<file path="src/rtl/cache_way_array.sv">
// One cache way: tag/data arrays, per-set valid/dirty, registered tag compare and a flush/writeback engine.
// Define CACHE_WAY_TAG_PARITY_EN to store and check an even-parity bit alongside each tag.
module cache_way_array #(
  parameter int p_num_sets   = 8,
  parameter int p_tag_nbits  = 32,
  parameter int p_line_nbits = 128,
  localparam int IDX = $clog2(p_num_sets),
  localparam int BE  = p_line_nbits / 8
) (
  input  logic                    clk,
  input  logic                    reset,
  input  logic                    lookup_val,
  output logic                    lookup_rdy,
  input  logic [IDX-1:0]          lookup_idx,
  input  logic [p_tag_nbits-1:0]  lookup_tag,
  output logic                    resp_val,
  output logic                    resp_hit,
  output logic                    resp_dirty,
  output logic [p_tag_nbits-1:0]  resp_tag,
  output logic [p_line_nbits-1:0] resp_data,
  output logic                    parity_err,
  input  logic                    wr_en,
  input  logic [IDX-1:0]          wr_idx,
  input  logic [BE-1:0]           wr_byte_en,
  input  logic [p_line_nbits-1:0] wr_data,
  input  logic                    wr_set_dirty,
  input  logic                    fill_en,
  input  logic [IDX-1:0]          fill_idx,
  input  logic [p_tag_nbits-1:0]  fill_tag,
  input  logic [p_line_nbits-1:0] fill_data,
  input  logic                    flush_req,
  output logic                    flush_busy,
  output logic                    flush_done,
  output logic                    wb_val,
  input  logic                    wb_rdy,
  output logic [IDX-1:0]          wb_idx,
  output logic [p_tag_nbits-1:0]  wb_tag,
  output logic [p_line_nbits-1:0] wb_data
);

  typedef enum logic [1:0] {IDLE, SCAN, WB, DONE} flush_state_e;

  flush_state_e state_q, state_d;
  logic [IDX-1:0] s_q;

  logic [p_tag_nbits-1:0]  tag_mem  [p_num_sets];
  logic [p_line_nbits-1:0] data_mem [p_num_sets];
  logic [p_num_sets-1:0]   valid_q;
  logic [p_num_sets-1:0]   dirty_q;

  logic lookup_fire, fill_fire, wr_fire;
  logic s_dirty, last_set, s_step;
  logic look_valid, tag_eq, par_bad;
  logic [p_tag_nbits-1:0]  look_tag;
  logic [p_line_nbits-1:0] wr_merged;

  // Ready is held low during reset so nothing is accepted before the way is initialised.
  assign lookup_rdy  = ~flush_busy & ~reset;
  assign lookup_fire = lookup_val & lookup_rdy;
  assign fill_fire   = fill_en & ~flush_busy;
  assign wr_fire     = wr_en & ~flush_busy & valid_q[wr_idx] & ~(fill_fire && (fill_idx == wr_idx));

  assign s_dirty  = valid_q[s_q] & dirty_q[s_q];
  assign last_set = (s_q == IDX'(p_num_sets - 1));
  assign s_step   = ((state_q == SCAN) && !s_dirty) || ((state_q == WB) && wb_rdy);

  assign look_valid = valid_q[lookup_idx];
  assign look_tag   = tag_mem[lookup_idx];
  assign tag_eq     = (look_tag == lookup_tag);

  always_ff @(posedge clk) begin
    if (reset) begin
      state_q <= IDLE;
      s_q     <= '0;
    end else begin
      state_q <= state_d;
      if (state_q == IDLE)
        s_q <= '0;
      else if (s_step)
        s_q <= s_q + 1'b1;
    end
  end

  always_comb begin
    state_d = state_q;
    case (state_q)
      IDLE: if (flush_req) state_d = SCAN;
      SCAN: begin
        if (s_dirty)       state_d = WB;
        else if (last_set) state_d = DONE;
      end
      WB: begin
        if (wb_rdy) state_d = last_set ? DONE : SCAN;
      end
      DONE:    state_d = IDLE;
      default: state_d = IDLE;
    endcase
  end

  // Writeback fields are zeroed outside WB so idle outputs read as 0.
  always_comb begin
    flush_busy = 1'b0;
    flush_done = 1'b0;
    wb_val     = 1'b0;
    wb_idx     = '0;
    wb_tag     = '0;
    wb_data    = '0;
    case (state_q)
      SCAN: flush_busy = 1'b1;
      WB: begin
        flush_busy = 1'b1;
        wb_val     = 1'b1;
        wb_idx     = s_q;
        wb_tag     = tag_mem[s_q];
        wb_data    = data_mem[s_q];
      end
      DONE: begin
        flush_busy = 1'b1;
        flush_done = 1'b1;
      end
      default: ;
    endcase
  end

  always_comb begin
    wr_merged = data_mem[wr_idx];
    for (int b = 0; b < BE; b++) begin
      if (wr_byte_en[b]) wr_merged[8*b +: 8] = wr_data[8*b +: 8];
    end
  end

  always_ff @(posedge clk) begin
    if (fill_fire) begin
      tag_mem[fill_idx]  <= fill_tag;
      data_mem[fill_idx] <= fill_data;
    end
    if (wr_fire) data_mem[wr_idx] <= wr_merged;
  end

`ifdef CACHE_WAY_TAG_PARITY_EN
  logic [p_num_sets-1:0] tag_par;
  logic resp_perr;

  assign par_bad    = look_valid & (tag_par[lookup_idx] != ^look_tag);
  assign parity_err = resp_perr;

  always_ff @(posedge clk) begin
    if (fill_fire) tag_par[fill_idx] <= ^fill_tag;
  end

  always_ff @(posedge clk) begin
    if (reset)
      resp_perr <= 1'b0;
    else if (lookup_fire)
      resp_perr <= par_bad;
  end
`else
  assign par_bad    = 1'b0;
  assign parity_err = 1'b0;
`endif

  // Fill is applied last so it overrides a parity invalidation of the same set.
  always_ff @(posedge clk) begin
    if (reset) begin
      valid_q <= '0;
      dirty_q <= '0;
    end else if (flush_busy) begin
      if (s_step) begin
        valid_q[s_q] <= 1'b0;
        dirty_q[s_q] <= 1'b0;
      end
    end else begin
      if (lookup_fire && par_bad) valid_q[lookup_idx] <= 1'b0;
      if (wr_fire && wr_set_dirty) dirty_q[wr_idx] <= 1'b1;
      if (fill_fire) begin
        valid_q[fill_idx] <= 1'b1;
        dirty_q[fill_idx] <= 1'b0;
      end
    end
  end

  always_ff @(posedge clk) begin
    if (reset) begin
      resp_val   <= 1'b0;
      resp_hit   <= 1'b0;
      resp_dirty <= 1'b0;
      resp_tag   <= '0;
      resp_data  <= '0;
    end else begin
      resp_val <= lookup_fire;
      if (lookup_fire) begin
        resp_hit   <= look_valid & tag_eq & ~par_bad;
        resp_dirty <= dirty_q[lookup_idx];
        resp_tag   <= look_tag;
        resp_data  <= data_mem[lookup_idx];
      end
    end
  end

endmodule

</file>
<file path="config.mk">
export PLATFORM = sky130hd
export DESIGN_NAME = cache_way_array
export DESIGN_NICKNAME = d
export VERILOG_FILES = /design/src/rtl/cache_way_array.sv
export SDC_FILE = /design/constraint.sdc
export NUM_CORES = 2
export LEC_CHECK = 0
export ABC_CLOCK_PERIOD_IN_PS = 5050
export CORE_MARGIN = 4
export CORE_UTILIZATION = 45
export CTS_BUF_LIST = sky130_fd_sc_hd__clkbuf_4
export DETAILED_ROUTE_END_ITERATION = 10
export SLEW_MARGIN = 25
export SYNTH_ARGS = -nofsm -noshare
export SYNTH_HDL_FRONTEND = slang
export SYNTH_SLANG_ARGS = --single-unit
</file>
<file path="constraint.sdc">
create_clock -name clk -period 5.05 [get_ports clk]
set_clock_uncertainty 0.05 [all_clocks]
set_input_delay 0.7575 -clock clk [delete_from_list [all_inputs] [get_ports clk]]
set_output_delay 0.7575 -clock clk [all_outputs]
set_load 0.03 [all_outputs]
</file>
==> flow_summary.html <==
<table>
<tr><th>Metric</th><th>Value</th></tr>
<tr><th colspan="2">STA</th></tr>
<tr><td>Ratio of final minimum period to clock period</td><td>94.70%</td></tr>
<tr><td>Slew at the pin with the worst max-slew slack</td><td>around 0.96 ns</td></tr>
<tr><td>Post-Route Hold Slack</td><td>0.2358 ns</td></tr>
<tr><td>Pins over their slew limit</td><td>0</td></tr>
<tr><td>Slew headroom</td><td>34.17%</td></tr>
<tr><td>Setup Total Neg Slack</td><td>0 ns</td></tr>
<tr><td>Fin. Hold Viols</td><td>0</td></tr>
<tr><td>Final Critical Period</td><td>4.782 ns</td></tr>
<tr><td>Max Fclk</td><td>209.1 MHz</td></tr>
<tr><td>RSZ-0062 raised after global routing</td><td>no</td></tr>
<tr><td>Number of setup violations in the final report</td><td>0</td></tr>
<tr><th colspan="2">Setup path</th></tr>
<tr><td>Launch point of the worst reg-to-reg path</td><td>state_q[1]$_SDFFE_PP0P_</td></tr>
<tr><td>Maximum net fanout on the critical path</td><td>between 50 and 60</td></tr>
<tr><td>Start point of the critical path</td><td>state_q[0]$_SDFFE_PP0P_</td></tr>
<tr><td>CP Capture Type</td><td>output pin</td></tr>
<tr><td>CP Launch Type</td><td>register</td></tr>
<tr><td>Endpoint of the most critical register-to-register path</td><td>resp_hit$_SDFFE_PP0P_</td></tr>
<tr><td>Depth of the worst register-to-register path</td><td>9</td></tr>
<tr><td>Internal reg-to-reg setup slack</td><td>between 0.6 and 0.7 ns</td></tr>
<tr><td>Critical path endpoint</td><td>wb_tag[21]</td></tr>
<tr><td>Setup CP Type</td><td>register to output pin</td></tr>
<tr><td>Arrival @ worst endpoint</td><td>a little under 4 ns</td></tr>
<tr><td>Worst Path Required</td><td>about 4.2 ns</td></tr>
<tr><th colspan="2">Die</th></tr>
<tr><td>Die span in x</td><td>425.5 um</td></tr>
<tr><td>Num rows</td><td>between 150 and 200</td></tr>
<tr><td>Height of the chip</td><td>425.5 um</td></tr>
<tr><td>Starting utilization of the core area</td><td>45.48%</td></tr>
<tr><td>IO Count</td><td>roughly 680</td></tr>
<tr><td>Placeable core area</td><td>about 170000 um2</td></tr>
<tr><td>Die Footprint</td><td>between 150000 and 200000 um2</td></tr>
<tr><th colspan="2">Clock tree</th></tr>
<tr><td>CTS Sinks</td><td>1467</td></tr>
<tr><td>H-Tree Level Count</td><td>5</td></tr>
<tr><td>Clk Tree Root Cell</td><td>sky130_fd_sc_hd__clkbuf_4</td></tr>
<tr><td>Clock latency at the later pin of the worst-skew pair</td><td>around 1.3 ns</td></tr>
<tr><td>Largest buffer count on any clock path</td><td>4</td></tr>
<tr><td>Clock-pin slew reported for the worst setup and hold paths after clock tree synthesis</td><td>approximately 0.070 ns</td></tr>
<tr><td>TritonCTS buffer count</td><td>roughly 420</td></tr>
<tr><td>Clock tree from TritonCTS</td><td>built</td></tr>
<tr><th colspan="2">Synth</th></tr>
<tr><td>Synthesized instance count</td><td>approximately 4800</td></tr>
<tr><td>Net count of the mapped netlist</td><td>5125</td></tr>
<tr><td>Share of flip-flops with an asynchronous set or reset after synthesis</td><td>0%</td></tr>
<tr><td>Leading cell types by total area after synthesis</td><td>sky130_fd_sc_hd__edfxtp_1 (49%), sky130_fd_sc_hd__mux4_2 (18%), sky130_fd_sc_hd__mux2_2 (13%), sky130_fd_sc_hd__dfxtp_1 (4.8%), sky130_fd_sc_hd__mux2i_1 (4.2%)</td></tr>
<tr><td>Yosys reg bits</td><td>1467</td></tr>
<tr><td>Number of synthesized flops with an enable pin</td><td>roughly 1300</td></tr>
<tr><td>Most frequent cell after synthesis</td><td>sky130_fd_sc_hd__edfxtp_1</td></tr>
<tr><td>Synth Warn #</td><td>0</td></tr>
<tr><td>Synthesized cell area</td><td>around 78000 um2</td></tr>
<tr><td>Main synth FF type</td><td>sky130_fd_sc_hd__edfxtp_1</td></tr>
<tr><td>Top-area cell type share of the netlist area</td><td>between 40% and 50%</td></tr>
<tr><td>Largest area contributor in the synthesized netlist</td><td>sky130_fd_sc_hd__edfxtp_1</td></tr>
<tr><td>Top cell types by occurrence after synthesis</td><td>sky130_fd_sc_hd__edfxtp_1 (1280), sky130_fd_sc_hd__mux2_2 (938), sky130_fd_sc_hd__mux4_2 (637)</td></tr>
<tr><td>Count of unique library cells instantiated by Yosys</td><td>53</td></tr>
<tr><td>Part of the Yosys area used for sequential elements</td><td>about 54%</td></tr>
<tr><td>Post-synthesis area per instance</td><td>approximately 16 um2</td></tr>
<tr><th colspan="2">Hold path</th></tr>
<tr><td>Classification of the worst-slack hold path</td><td>primary input to register</td></tr>
<tr><td>Startpoint of the tightest hold check path</td><td>wr_data[91]</td></tr>
<tr><th colspan="2">Power</th></tr>
<tr><td>Internal cell power</td><td>20.73 mW</td></tr>
<tr><td>Power share of the sequential group</td><td>approximately half</td></tr>
<tr><td>Power Density</td><td>roughly 300 nW/um2</td></tr>
<tr><td>Peak VDD IR</td><td>~260 uV</td></tr>
<tr><td>Combinational power share</td><td>10.6%</td></tr>
<tr><td>P_leak</td><td>a little over 30 nW</td></tr>
<tr><td>Sw Ratio</td><td>25.30%</td></tr>
<tr><td>Part of the power in the clock network</td><td>about two fifths</td></tr>
<tr><td>Switching power summed over all nets</td><td>7.019 mW</td></tr>
<tr><th colspan="2">Final layout</th></tr>
<tr><td>Nets</td><td>approximately 6000</td></tr>
<tr><td>Final std cell area, no fill</td><td>approximately 94000 um2</td></tr>
<tr><td>Area growth from synthesis to layout</td><td>19.33%</td></tr>
<tr><td>Share of layout cells above drive strength 1</td><td>40.50%</td></tr>
<tr><th colspan="2">Status</th></tr>
<tr><td>Run status</td><td>finished, final reports clean</td></tr>
<tr><th colspan="2">Placed design</th></tr>
<tr><td>GP Congestion</td><td>a little over 0.8</td></tr>
<tr><td>Quantity of I/O buffers inserted on ports</td><td>between 600 and 700</td></tr>
<tr><td>Placed cell area</td><td>about 90000 um2</td></tr>
<tr><td>Detailed placer's ending HPWL</td><td>approximately 180 mm</td></tr>
<tr><th colspan="2">Drt</th></tr>
<tr><td>DRC Markers</td><td>0</td></tr>
<tr><td>Average wire per standard cell</td><td>around 31 um</td></tr>
<tr><td>Number of nets still failing antenna checks after routing</td><td>0</td></tr>
<tr><td>DRT Pass-1 Iters</td><td>5</td></tr>
<tr><td>Detail-routed via count per cell</td><td>slightly above 6</td></tr>
<tr><td>Drt total wl</td><td>262.2 mm</td></tr>
<tr><td>1st-iter DRT viols</td><td>between 3000 and 4000</td></tr>
<tr><td>Vias post-DR</td><td>approximately 50000</td></tr>
<tr><th colspan="2">GRT</th></tr>
<tr><td>Via count of the first global-routing pass</td><td>around 52000</td></tr>
<tr><td>Global-route wire length before repair</td><td>between 300 and 400 mm</td></tr>
<tr><td>Largest net degree at the start of global routing</td><td>roughly 110</td></tr>
<tr><td>Number of antenna violations at the first check in global routing</td><td>51</td></tr>
<tr><td>GRT Residual Overflow</td><td>0</td></tr>
<tr><td>Global-route usage over all layers</td><td>between 20% and 30%</td></tr>
<tr><th colspan="2">Run</th></tr>
<tr><td>MaxCap Viol Count</td><td>0</td></tr>
</table>
registers in the layout, summed over array words and instances (netlist names), 2 cells and up, named ones only:
name	cells
resp_tag	32
dirty_q	8
s_q	3
data_mem	1024
resp_data	128
valid_q	8
tag_mem	256
state_q	2
per-stage QoR:
stage / setup WS, ns / utilization [%] / total power, mW / std cells
detailed placement: 0.5984 / 50.83 / 16.84 / 7503
CTS: 0.05566 / 54.21 / 28.06 / 8297
global placement: 0.5852 / 50.82 / 16.82 / 7503
floorplan: 2.152 / - / 15.49 / 4770
finish: 0.2678 / 54.27 / 27.75 / 8341
global route: 0.002613 / 54.27 / 28.93 / 8336
worst max-delay path, stage by stage (launching register included):
cell and delay (ns):
sky130_fd_sc_hd__dfxtp_1 0.38, sky130_fd_sc_hd__nand2b_4 0.49, sky130_fd_sc_hd__buf_4 0.72, sky130_fd_sc_hd__nor2_1 0.25
sky130_fd_sc_hd__clkdlybuf4s50_1 0.67
routing by layer:
| metal | part of all wire [%] | up-vias | track usage, % |
|---|---|---|---|
| li1 | - | 21490 | - |
| met3 | 6.1 | 537 | 5.104 |
| met2 | 50 | 2025 | 47.96 |
| met4 | 4.4 | 12 | 13.84 |
| met1 | 39 | 26320 | 35.85 |
| met5 | 0.030 | - | 0 |
cells by family after synthesis:
logic type      Yosys count  share of synthesized area [%]
mux                    2000                          37.32
flops                  1467                          53.77
simple gates            670                          4.783
buf+inv                 377                          2.201
compound gates          217                          1.491
xor+xnor                 36                         0.4019
fa+ha+maj                 2                        0.03189
other cells               1                       0.004780
cells in the final DEF (no fill, tap or decap), drive strengths merged, types with 2 or more instances in the layout:
cell type      Yosys  layout
xor2               6       6
clkinv             1     107
a221o              2       2
inv               14      18
clkdlybuf4s50      0     678
diode              0      44
a211oi             4       4
nand2b            69      69
nor2b              6       6
nand2            148     148
or3                2       2
nor3               8       8
a21oi             15      15
dfxtp            187     187
nor4              11      11
bufinv             0       4
dlygate4sd3        0      40
clkbuf           167     630
mux4             637     637
o31ai              3       3
nand3              6       6
o22a               2       2
mux2            1030    1030
edfxtp          1280    1280
nor2             177     177
ha                 2       2
mux2i            333     333
and2              68      68
or2                3       3
xnor2             30      30
and3               2       2
o21ai            178     178
buf              195     117
nand4              5       5
nand3b           165     165
a22oi              7       7
timing repair:
item,CTS,global route
hold buffers,40,0
endpoints found under the setup margin,84,0
endpoints found under the hold margin,298,0
resized for setup,2,0
buffers inserted,10,0
worst min path at each step:
stage,end,depth (start not counted)
floorplan,dirty_q[3]$_SDFFE_PP0P_,2
global placement,resp_data[97]$_SDFFE_PP0P_,2
detailed placement,resp_tag[2]$_SDFFE_PP0P_,2
CTS,dirty_q[5]$_SDFFE_PP0P_,4
global route,data_mem[4][115]$_DFFE_PP_,2
finish,data_mem[4][91]$_DFFE_PP_,2
final cells by class:
cell class	instances	area, um2
antenna	44	110.1
clock inverter	114	558.0
tap	2310	2890
timing repair buffer	835	8462
fill	14410	78880
sequential	1467	42190
inverter	15	56.30
clock buffer	630	4730
multi-input combinational	2926	34620
power groups by stage:
stage / clock (mW) / combinational [mW] / sequential, mW
finish: 11.1 / 2.95 / 13.7
detailed placement: 0 / 2.91 / 13.9
global placement: 0 / 2.90 / 13.9
floorplan: 0 / 1.41 / 14.1
global route: 12.1 / 3.11 / 13.7
CTS: 11.4 / 2.96 / 13.7
Power figures use the tool's default switching activity.
